$ cat src/rtl/dioptase_io_pkg.sv
// dioptase_io_pkg
//   Shared constants and types for the memory-mapped I/O blocks.
//   - RX status word layout: {overflow, 6'b0, count[8:0]}
//   - RX data word layout:   {7'b0, valid, byte[7:0]}
//   - Default sizing of the UART receive buffer
//   - Position of the UART RX interrupt in the 16-bit interrupts vector
package dioptase_io_pkg;

  // RX status register bit positions
  localparam int OVF_BIT   = 15;
  localparam int COUNT_MSB = 8;

  // RX data register: bit that flags a real byte (0 means the pop hit an empty FIFO)
  localparam int VALID_BIT = 8;

  // Default UART RX buffer sizing
  localparam int RX_DEPTH_DEFAULT      = 16;
  localparam int RX_THRESH_DEFAULT     = 8;
  localparam int RX_IDLE_TICKS_DEFAULT = 1000;

  // Bit of the interrupts vector driven by the UART RX buffer irq
  localparam int UART_RX_IRQ_IDX = 2;

  // Idle-timeout tracker: ARMED is counting or waiting for data,
  // FIRED means the timeout for the current idle period was already signalled.
  typedef enum logic {
    TMR_ARMED = 1'b0,
    TMR_FIRED = 1'b1
  } rx_timer_state_e;

endpackage

$ cat src/rtl/uart_rx_buffer_byte_fifo.sv
// byte_fifo
//   Byte-wide circular FIFO with a registered read port.
//   Ports:
//     clk, rst    - clock, asynchronous active-high reset (pointers and count only)
//     push, din   - write strobe and byte; ignored when full unless popping the same cycle
//     pop         - read strobe; ignored when empty
//     dout        - head byte captured on an accepted pop (valid the cycle after)
//     count       - fill level, 0..DEPTH (9 bits so that 256 fits)
//     full, empty - decoded from count
module byte_fifo #(
  parameter int DEPTH = 16
) (
  input  logic       clk,
  input  logic       rst,
  input  logic       push,
  input  logic [7:0] din,
  input  logic       pop,
  output logic [7:0] dout,
  output logic [8:0] count,
  output logic       full,
  output logic       empty
);

  localparam int AW = $clog2(DEPTH);
  localparam logic [8:0] DEPTH_C = 9'(DEPTH);

  logic [7:0]    mem [DEPTH];
  logic [7:0]    dout_q;
  logic [AW-1:0] wr_ptr_q, wr_ptr_d;
  logic [AW-1:0] rd_ptr_q, rd_ptr_d;
  logic [8:0]    count_q, count_d;
  logic          do_push, do_pop;

  always_comb begin
    do_pop   = pop && (count_q != 9'd0);
    // A pop in the same cycle frees the slot a full FIFO would otherwise refuse.
    do_push  = push && ((count_q != DEPTH_C) || do_pop);
    // DEPTH is a power of two, so the natural AW-bit wrap is the modulo.
    wr_ptr_d = do_push ? wr_ptr_q + AW'(1) : wr_ptr_q;
    rd_ptr_d = do_pop  ? rd_ptr_q + AW'(1) : rd_ptr_q;
    count_d  = count_q + 9'(do_push) - 9'(do_pop);
  end

  always_ff @(posedge clk or posedge rst) begin
    if (rst) begin
      wr_ptr_q <= '0;
      rd_ptr_q <= '0;
      count_q  <= '0;
    end else begin
      wr_ptr_q <= wr_ptr_d;
      rd_ptr_q <= rd_ptr_d;
      count_q  <= count_d;
    end
  end

  // Storage and read register carry no reset so they map onto block RAM.
  // When full, wr_ptr == rd_ptr; a push+pop then reads the old head (read-first).
  always_ff @(posedge clk) begin
    if (do_push) mem[wr_ptr_q] <= din;
    if (do_pop)  dout_q <= mem[rd_ptr_q];
  end

  assign dout  = dout_q;
  assign count = count_q;
  assign full  = (count_q == DEPTH_C);
  assign empty = (count_q == 9'd0);

endmodule

$ cat src/rtl/uart_rx_buffer.sv
// uart_rx_buffer
//   Receive-side buffer between the UART receiver and the memory-mapped I/O region.
//   Ports:
//     clk, rst          - clock, asynchronous active-high reset
//     in_valid, in_data - one-cycle strobe and byte from the UART receiver
//     pop_en            - CPU read of the RX data register
//     rd_data           - {7'b0, valid, byte}, updated one cycle after pop_en
//     status            - {overflow, 6'b0, count[8:0]}
//     clr_ovf           - clears the sticky overflow flag
//     irq               - one-cycle pulse: fill level rose to THRESH, or idle timeout
module uart_rx_buffer
  import dioptase_io_pkg::*;
#(
  parameter int DEPTH      = RX_DEPTH_DEFAULT,
  parameter int THRESH     = RX_THRESH_DEFAULT,
  parameter int IDLE_TICKS = RX_IDLE_TICKS_DEFAULT
) (
  input  logic        clk,
  input  logic        rst,
  input  logic        in_valid,
  input  logic [7:0]  in_data,
  input  logic        pop_en,
  output logic [15:0] rd_data,
  output logic [15:0] status,
  input  logic        clr_ovf,
  output logic        irq
);

  localparam int IW = $clog2(IDLE_TICKS + 1);
  localparam logic [IW-1:0] IDLE_MAX = IW'(IDLE_TICKS);
  localparam logic [8:0]    THRESH_C = 9'(THRESH);

  logic [7:0] fifo_dout;
  logic [8:0] fifo_count;
  logic       fifo_full, fifo_empty;

  logic       push_ok, pop_ok, ovf_set, idle_clear, thresh_hit, timeout_hit;
  logic [8:0] count_next;

  logic            ovf_q, ovf_d;
  logic            rd_valid_q, rd_valid_d;
  logic            irq_q, irq_d;
  logic [IW-1:0]   idle_q, idle_d;
  rx_timer_state_e tmr_state_q, tmr_state_d;

  byte_fifo #(.DEPTH(DEPTH)) u_fifo (
    .clk   (clk),
    .rst   (rst),
    .push  (push_ok),
    .din   (in_data),
    .pop   (pop_ok),
    .dout  (fifo_dout),
    .count (fifo_count),
    .full  (fifo_full),
    .empty (fifo_empty)
  );

  always_comb begin
    pop_ok     = pop_en && !fifo_empty;
    push_ok    = in_valid && (!fifo_full || pop_ok);
    ovf_set    = in_valid && fifo_full && !pop_en;
    count_next = fifo_count + 9'(push_ok) - 9'(pop_ok);

    // Set beats a same-cycle clear so an overflow is never lost.
    ovf_d = ovf_set ? 1'b1 : (clr_ovf ? 1'b0 : ovf_q);

    // rd_data only changes on a pop request; an empty pop reads back as all-zero.
    rd_valid_d = pop_en ? pop_ok : rd_valid_q;

    // Only an arrival from below counts: draining through THRESH, or
    // bouncing 9->8->9, must not re-interrupt the CPU.
    thresh_hit = push_ok && !pop_ok && (count_next == THRESH_C) && (fifo_count != THRESH_C);

    idle_clear = push_ok || fifo_empty;
    if (idle_clear)
      idle_d = '0;
    else if (idle_q == IDLE_MAX)
      idle_d = idle_q;
    else
      idle_d = idle_q + IW'(1);

    timeout_hit = (tmr_state_q == TMR_ARMED) && !idle_clear &&
                  (idle_d == IDLE_MAX) && (idle_q != IDLE_MAX);

    tmr_state_d = tmr_state_q;
    case (tmr_state_q)
      TMR_ARMED: if (timeout_hit) tmr_state_d = TMR_FIRED;
      TMR_FIRED: if (idle_clear)  tmr_state_d = TMR_ARMED;
      default:   tmr_state_d = TMR_ARMED;
    endcase

    irq_d = thresh_hit || timeout_hit;
  end

  always_ff @(posedge clk or posedge rst) begin
    if (rst) begin
      ovf_q       <= 1'b0;
      rd_valid_q  <= 1'b0;
      irq_q       <= 1'b0;
      idle_q      <= '0;
      tmr_state_q <= TMR_ARMED;
    end else begin
      ovf_q       <= ovf_d;
      rd_valid_q  <= rd_valid_d;
      irq_q       <= irq_d;
      idle_q      <= idle_d;
      tmr_state_q <= tmr_state_d;
    end
  end

  // The FIFO read register has no reset; the registered valid bit masks it.
  always_comb begin
    rd_data            = '0;
    rd_data[VALID_BIT] = rd_valid_q;
    rd_data[7:0]       = rd_valid_q ? fifo_dout : 8'h00;
    status                = '0;
    status[OVF_BIT]       = ovf_q;
    status[COUNT_MSB:0]   = fifo_count;
  end

  assign irq = irq_q;

endmodule

$ cat config.mk
export PLATFORM = sky130hd
export DESIGN_NAME = uart_rx_buffer
export DESIGN_NICKNAME = d
export VERILOG_FILES = /design/src/rtl/dioptase_io_pkg.sv /design/src/rtl/uart_rx_buffer_byte_fifo.sv /design/src/rtl/uart_rx_buffer.sv
export SDC_FILE = /design/constraint.sdc
export NUM_CORES = 1
export LEC_CHECK = 0
export ABC_AREA = 1
export ABC_CLOCK_PERIOD_IN_PS = 3100
export CAP_MARGIN = 15
export CORE_MARGIN = 2
export CORE_UTILIZATION = 27
export DETAILED_ROUTE_END_ITERATION = 16
export DONT_BUFFER_PORTS = 1
export PLACE_DENSITY = 0.49
export SLEW_MARGIN = 20
export SYNTH_ARGS = -nofsm -noshare
export SYNTH_HDL_FRONTEND = slang
export SYNTH_HIERARCHICAL = 1
export SYNTH_SLANG_ARGS = --single-unit
$ cat constraint.sdc
create_clock -name clk -period 3.1 [get_ports clk]
set_input_delay 0.93 -clock clk [delete_from_list [all_inputs] [get_ports clk]]
set_output_delay 0.93 -clock clk [all_outputs]
set_load 0.02 [all_outputs]
==> After elaboration in Yosys (flattened, before gate mapping) <==
Memories as Yosys holds them, arrays and structs flattened. A register that Yosys moved wholly into a read port is not among the register bits.
Cells that the tools add are included.
{ "totals": {"regBits": 31, "ramBits": 128, "out_inout_bits": 33, "mem_count": 1} }
{ "mem_list": {"columns": ["memory", "words", "word_bits", "read_ports", "rd_ports_with_merged_regs", "wr", "line", "source"], "rows": [
  ["u_fifo.mem", 16, 8, 1, 1, 1, "uart_rx_buffer_byte_fifo.sv:27", "logic [7:0] mem [DEPTH];"]
]} }
{ "classes": {"add_sub_neg": 7, "eq_ne": 7, "mux": 10, "bitwise_logic": 1, "reduce_logical": 24} }
{ "ops": {"columns": ["cell", "count"], "rows": [
  ["== test 10 bit, second input constant", 2],
  ["two-way mux 10 bit", 2],
  ["adder 9 x 1 -> 9 bit", 2],
  ["subtractor 9 x 1 -> 9 bit", 2],
  ["logical AND 1 bit", 12],
  ["adder 10 x 1 -> 10 bit, second input constant", 1],
  ["inequality test 10 bit, second input constant", 1],
  ["== test 9 x 4 -> 1 bit, second input constant", 1],
  ["== test 9 x 5 -> 1 bit, second input constant", 1],
  ["zero test 9 bit", 1],
  ["inequality test 9 x 4 -> 1 bit, second input constant", 1],
  ["inequality test 9 x 5 -> 1 bit, second input constant", 1],
  ["nonzero test 9 bit", 1],
  ["adder 4 x 1 -> 4 bit, second input constant", 2],
  ["two-way mux 8 bit", 1],
  ["two-way mux 1 bit", 6],
  ["zero test 1 bit", 5],
  ["logical OR 1 bit", 4],
  ["case mux 1 bit (2 select lines)", 1],
  ["nonzero test 2 bit", 1],
  ["NOT 1 bit", 1]
]} }

==> Logic depth before layout (Yosys ltp) <==
{ "logic_depth": {"depth_word": 12, "ltp_mapped": 24} }

==> By module <==
The synthesis kept the hierarchy.
{ "by_module_without_submodules": {"columns": ["module", "instances", "cells_each", "area_per_inst_um2"], "rows": [
  ["byte_fifo", 1, 628, 6776.5],
  ["uart_rx_buffer", 1, 239, 1566.5]
]} }

==> Worst setup path after synthesis <==
No wires, ideal clock.
{ "synth_timing": {"path_kind": "flip-flop to flip-flop", "start": "reg u_fifo.count_q[3] (netlist: u_fifo/count[3])", "end": "reg u_fifo.count_q[8] (netlist: u_fifo/count[8])", "arrival_time_ns": 2.972, "path_slack_ns": 0.011, "stages_incl_launch_ff": 22, "path_buffers": 0, "synth_period_minus_slack_ns": 3.089, "path_cell_list": "dfrtp_1 inv_1 ha_1 nand2_2 nor2_1 nand2_1 inv_1 inv_2 nand2_4 nand2_4 nand2_1 inv_1 nor2_1 inv_1 nand2_1 ha_1 inv_1 fa_1 o21ai_0 nand2_1 nand3b_1 nand2_1"} }
{ "synth_between": {"elab_chain_cells": 8, "elab_cells_between_ends": 14, "cone_classes": "add/sub (2); eq/ne (2); reduce/logical (10)"} }
{ "synth_rtl": {"columns": ["item", "line", "source"], "rows": [
  ["start: declaration", "uart_rx_buffer_byte_fifo.sv:31", "logic [8:0] count_q, count_d;"],
  ["start signal: assignment", "uart_rx_buffer_byte_fifo.sv:52", "count_q <= count_d;"],
  ["zero test 9 bit", "uart_rx_buffer_byte_fifo.sv:66", "assign empty = (count_q == 9'd0);"],
  ["named net fifo_empty", "uart_rx_buffer.sv:35", "logic fifo_full, fifo_empty;"],
  ["zero test 1 bit", "uart_rx_buffer.sv:59", "pop_ok = pop_en && !fifo_empty;"],
  ["logical AND 1 bit", "uart_rx_buffer.sv:59", null],
  ["logical OR 1 bit", "uart_rx_buffer.sv:60", "push_ok = in_valid && (!fifo_full || pop_ok);"],
  ["logical AND 1 bit", "uart_rx_buffer.sv:60", null],
  ["named net push_ok", "uart_rx_buffer.sv:37", "logic push_ok, pop_ok, ovf_set, idle_clear, thresh_hit, timeout_hit;"],
  ["logical AND 1 bit", "uart_rx_buffer_byte_fifo.sv:37", "do_push = push && ((count_q != DEPTH_C) || do_pop);"],
  ["adder 9 x 1 -> 9 bit", "uart_rx_buffer_byte_fifo.sv:41", "count_d = count_q + 9'(do_push) - 9'(do_pop);"],
  ["subtractor 9 x 1 -> 9 bit", "uart_rx_buffer_byte_fifo.sv:41", null],
  ["named net u_fifo.count_d[8]", "uart_rx_buffer_byte_fifo.sv:31", null]
]} }
The timed path passes the listed nets, and every way through them passes these cells.
A chain may end at the register's enable or synchronous reset.

==> Worst setup path in the final report <==
{ "layout_timing": {"start": "reg u_fifo.count_q[7] (netlist: u_fifo/count[7])", "end": "reg u_fifo.count_q[8] (netlist: u_fifo/count[8])"} }
The elaborated chain is that of the path after synthesis.

==> qor.txt <==
DRC -> 0
post-DP HPWL -> 12,300 um
DRT Pass-1 Iters -> 4
max-cap viol count -> 0
vias in the first global route -> 5,598
first-pass GRT wire length -> 30,200 um
Crit Path Class -> reg2reg
Cell variety after synth -> 38
Layout area overhead -> 15.0%
DRT iter0 DRCs -> 380
placed cell count -> 1,269
number of routed nets with antenna violations -> 0
I/O Buffers -> 0
area share of the largest cell type after synthesis -> 49.0%
Setup crit start kind -> flop
capture point of the worst reg-to-reg path -> u_fifo/count[8]
initial antenna violation count -> 0
CTS clk-pin slew, worst paths -> 70 ps
ratio of final minimum period to clock period -> 91.3%
Fmax -> 0.353 GHz
GRT Util Overall -> 11.9%
critical path fanouts, max -> 4
H-Tree Depth -> 4
fillers -> 3,099
depth of the worst register-to-register path -> 22
via/cell ratio -> 4.30
WHS -> 438 ps
Finished Layout Cells -> 1,309
Starting Density -> 27.3%
Setup TNS Final -> 0 ps
reg-to-reg critical path startpoint -> u_fifo/count[7]
ratio of cells with drive above 1 in the final layout -> 12.3%
average size of a mapped cell -> 9.62 um2
Max Buffers Root-to-Sink -> 2
Skew-Pair Late Insertion Delay -> 430 ps
CP Capture Type -> flop
Mapped Cells -> 867
Slew Viols, Final -> 0
Total Power -> 8.94 mW
synth top area cells -> edfxtp_1, nand2_1, dfrtp_1
synthesized area -> 0.00834 mm2
final core utilization -> 31.4%
CP startpoint -> u_fifo/count[7]
R2R setup slack -> 270 ps
n_diodes -> 0
largest area contributor in the netlist -> edfxtp_1
clk root buf -> clkbuf_16
Setup-failing EPs final -> 0
CTS sink cnt -> 167
Net count, final -> 946
final hold violations -> 0
Die X -> 180 um
WP data arrival -> 3140 ps
routed vias -> 5,624
crit path to -> u_fifo/count[8]
cts bufs inserted -> 17
TritonCTS clock tree -> built
Tmin final -> 2830 ps
Slew @ Worst Pin -> 846 ps
P_leak -> 4.08 nW
Routed WL -> 18,800 um
total grt overflow -> 0
Critical Path RT -> 3410 ps
Slew HR -> 43.6%
commonest non-fill, non-tap cell in the layout -> nand2_1
die height -> 180 um
I/O pins -> 46
global placement routability congestion -> 0.803
core area -> 0.0305 mm2
clock skew -> 14.6 ps
largest net degree at the start of global routing -> 76
Peak supply drop -> 0.536 mV
warnings from Yosys -> 6
WL/cell -> 14.3 um
Power Density -> 932 mW/mm2
status -> finished clean
die footprint -> 0.0323 mm2
most frequent cells in the layout -> nand2_1, edfxtp_1, nor2_1
Site Rows -> 64
sequential cell area fraction in the yosys report -> 58.2%
Yosys reg bits -> 167
Hold Crit Class -> in2async
[through the flow]
step / worst slack, ps / area [um2]
after CTS: 54.7 / 9480
final: 269 / 9590
after global routing: -30.7 / 9590
after global placement: 125 / 8870
after detailed placement: 50.0 / 8870
after floorplan: 11.2 / 8390
[flip-flops by register name, summed over array words and instances, names as in the netlist]
| name | flops |
|---|---|
| irq | 1 |
| u_fifo/dout | 8 |
| u_fifo/wr_ptr_q | 4 |
| ovf_q | 1 |
| rd_valid_q | 1 |
| u_fifo/rd_ptr_q | 4 |
| u_fifo/count | 9 |
| idle_q | 10 |
| u_fifo/mem | 128 |
| tmr_state_q | 1 |
[synth_stat cells (all sizes together)]
library cell / n
ha: 31
o21ai: 34
dfrtp: 31
edfxtp: 136
nor2: 100
nand3: 78
o211ai: 5
and2: 1
buf: 41
inv: 96
fa: 2
nand3b: 4
nand4: 7
xor2: 11
clkbuf: 3
nor3: 3
o21bai: 1
conb: 1
clkinv: 2
nand2b: 1
a21oi: 18
nand2: 257
o21a: 2
xnor2: 2
[per-layer routing]
layer  vias up  share of wire [%]  global-route usage (%)  wire (um)
met3        14                2.5                    1.90        467
met4         0                1.1                    3.87        198
li1       2861                  -                       -          -
met1      2674                 49                    15.9       9230
met5         -                  0                       0          0
met2        75                 47                    19.5       8880
[cells by family (layout without fill, tap and decap cells)]
| logic type | Yosys count | in the layout | share of synthesized area [%] |
|---|---|---|---|
| AO/OA/AOI/OAI | 60 | 60 | 4.02 |
| XOR/XNOR | 13 | 13 | 1.36 |
| flip-flops | 167 | 167 | 58.2 |
| AND/OR/NAND/NOR | 451 | 451 | 23.0 |
| other | 1 | 13 | 0.0449 |
| buffers and inverters | 142 | 176 | 8.22 |
| adder cells (fa/ha/maj) | 33 | 33 | 5.13 |
[worst max-delay path: stages (launching register included)]
cell	delay, ps
dfrtp_1	390
inv_2	90
ha_4	140
nand2_2	50
nor2_2	100
nand2_1	80
inv_2	90
inv_2	60
nand2_4	90
nand2_4	60
nand2_4	90
inv_1	100
nor2_2	150
inv_1	70
nand2_1	70
ha_1	170
inv_1	60
fa_1	400
o21ai_1	160
buf_4	140
nand2_1	60
nand3b_1	80
nand2_1	50
[layout make-up]
cell class,count,area [um2],area share (%)
Inverter,98,370,3.86
Tap cell,396,495,5.17
Timing Repair Buffer,46,358,3.73
Clock buffer,17,425,4.44
Multi-Input combinational cell,570,2900,30.2
Clock inverter,15,183,1.90
Sequential cell,167,4860,50.7
[worst min path at each step]
stage                             end        start  cells past startpoint
final                           ovf_q          rst                      1
after global routing            ovf_q          rst                      1
after CTS                         irq          rst                      1
after detailed placement  tmr_state_q  tmr_state_q                      2
after global placement    tmr_state_q  tmr_state_q                      2
after floorplan           tmr_state_q  tmr_state_q                      2
[what timing repair did]
action                                 4_1_cts  5_1_grt
setup endpoints to repair                    0        4
endpoints found under the hold margin        0        0
hold buffers                                 0        0
resized for setup                            0       17
buffers inserted                             0        8
[where the power goes]
group / switching [mW] / internal, mW
combinational: 2.57 / 1.32
sequential: 0.147 / 2.78
clock: 0.960 / 1.16
Note: power is estimated with default switching activity, not from simulation.
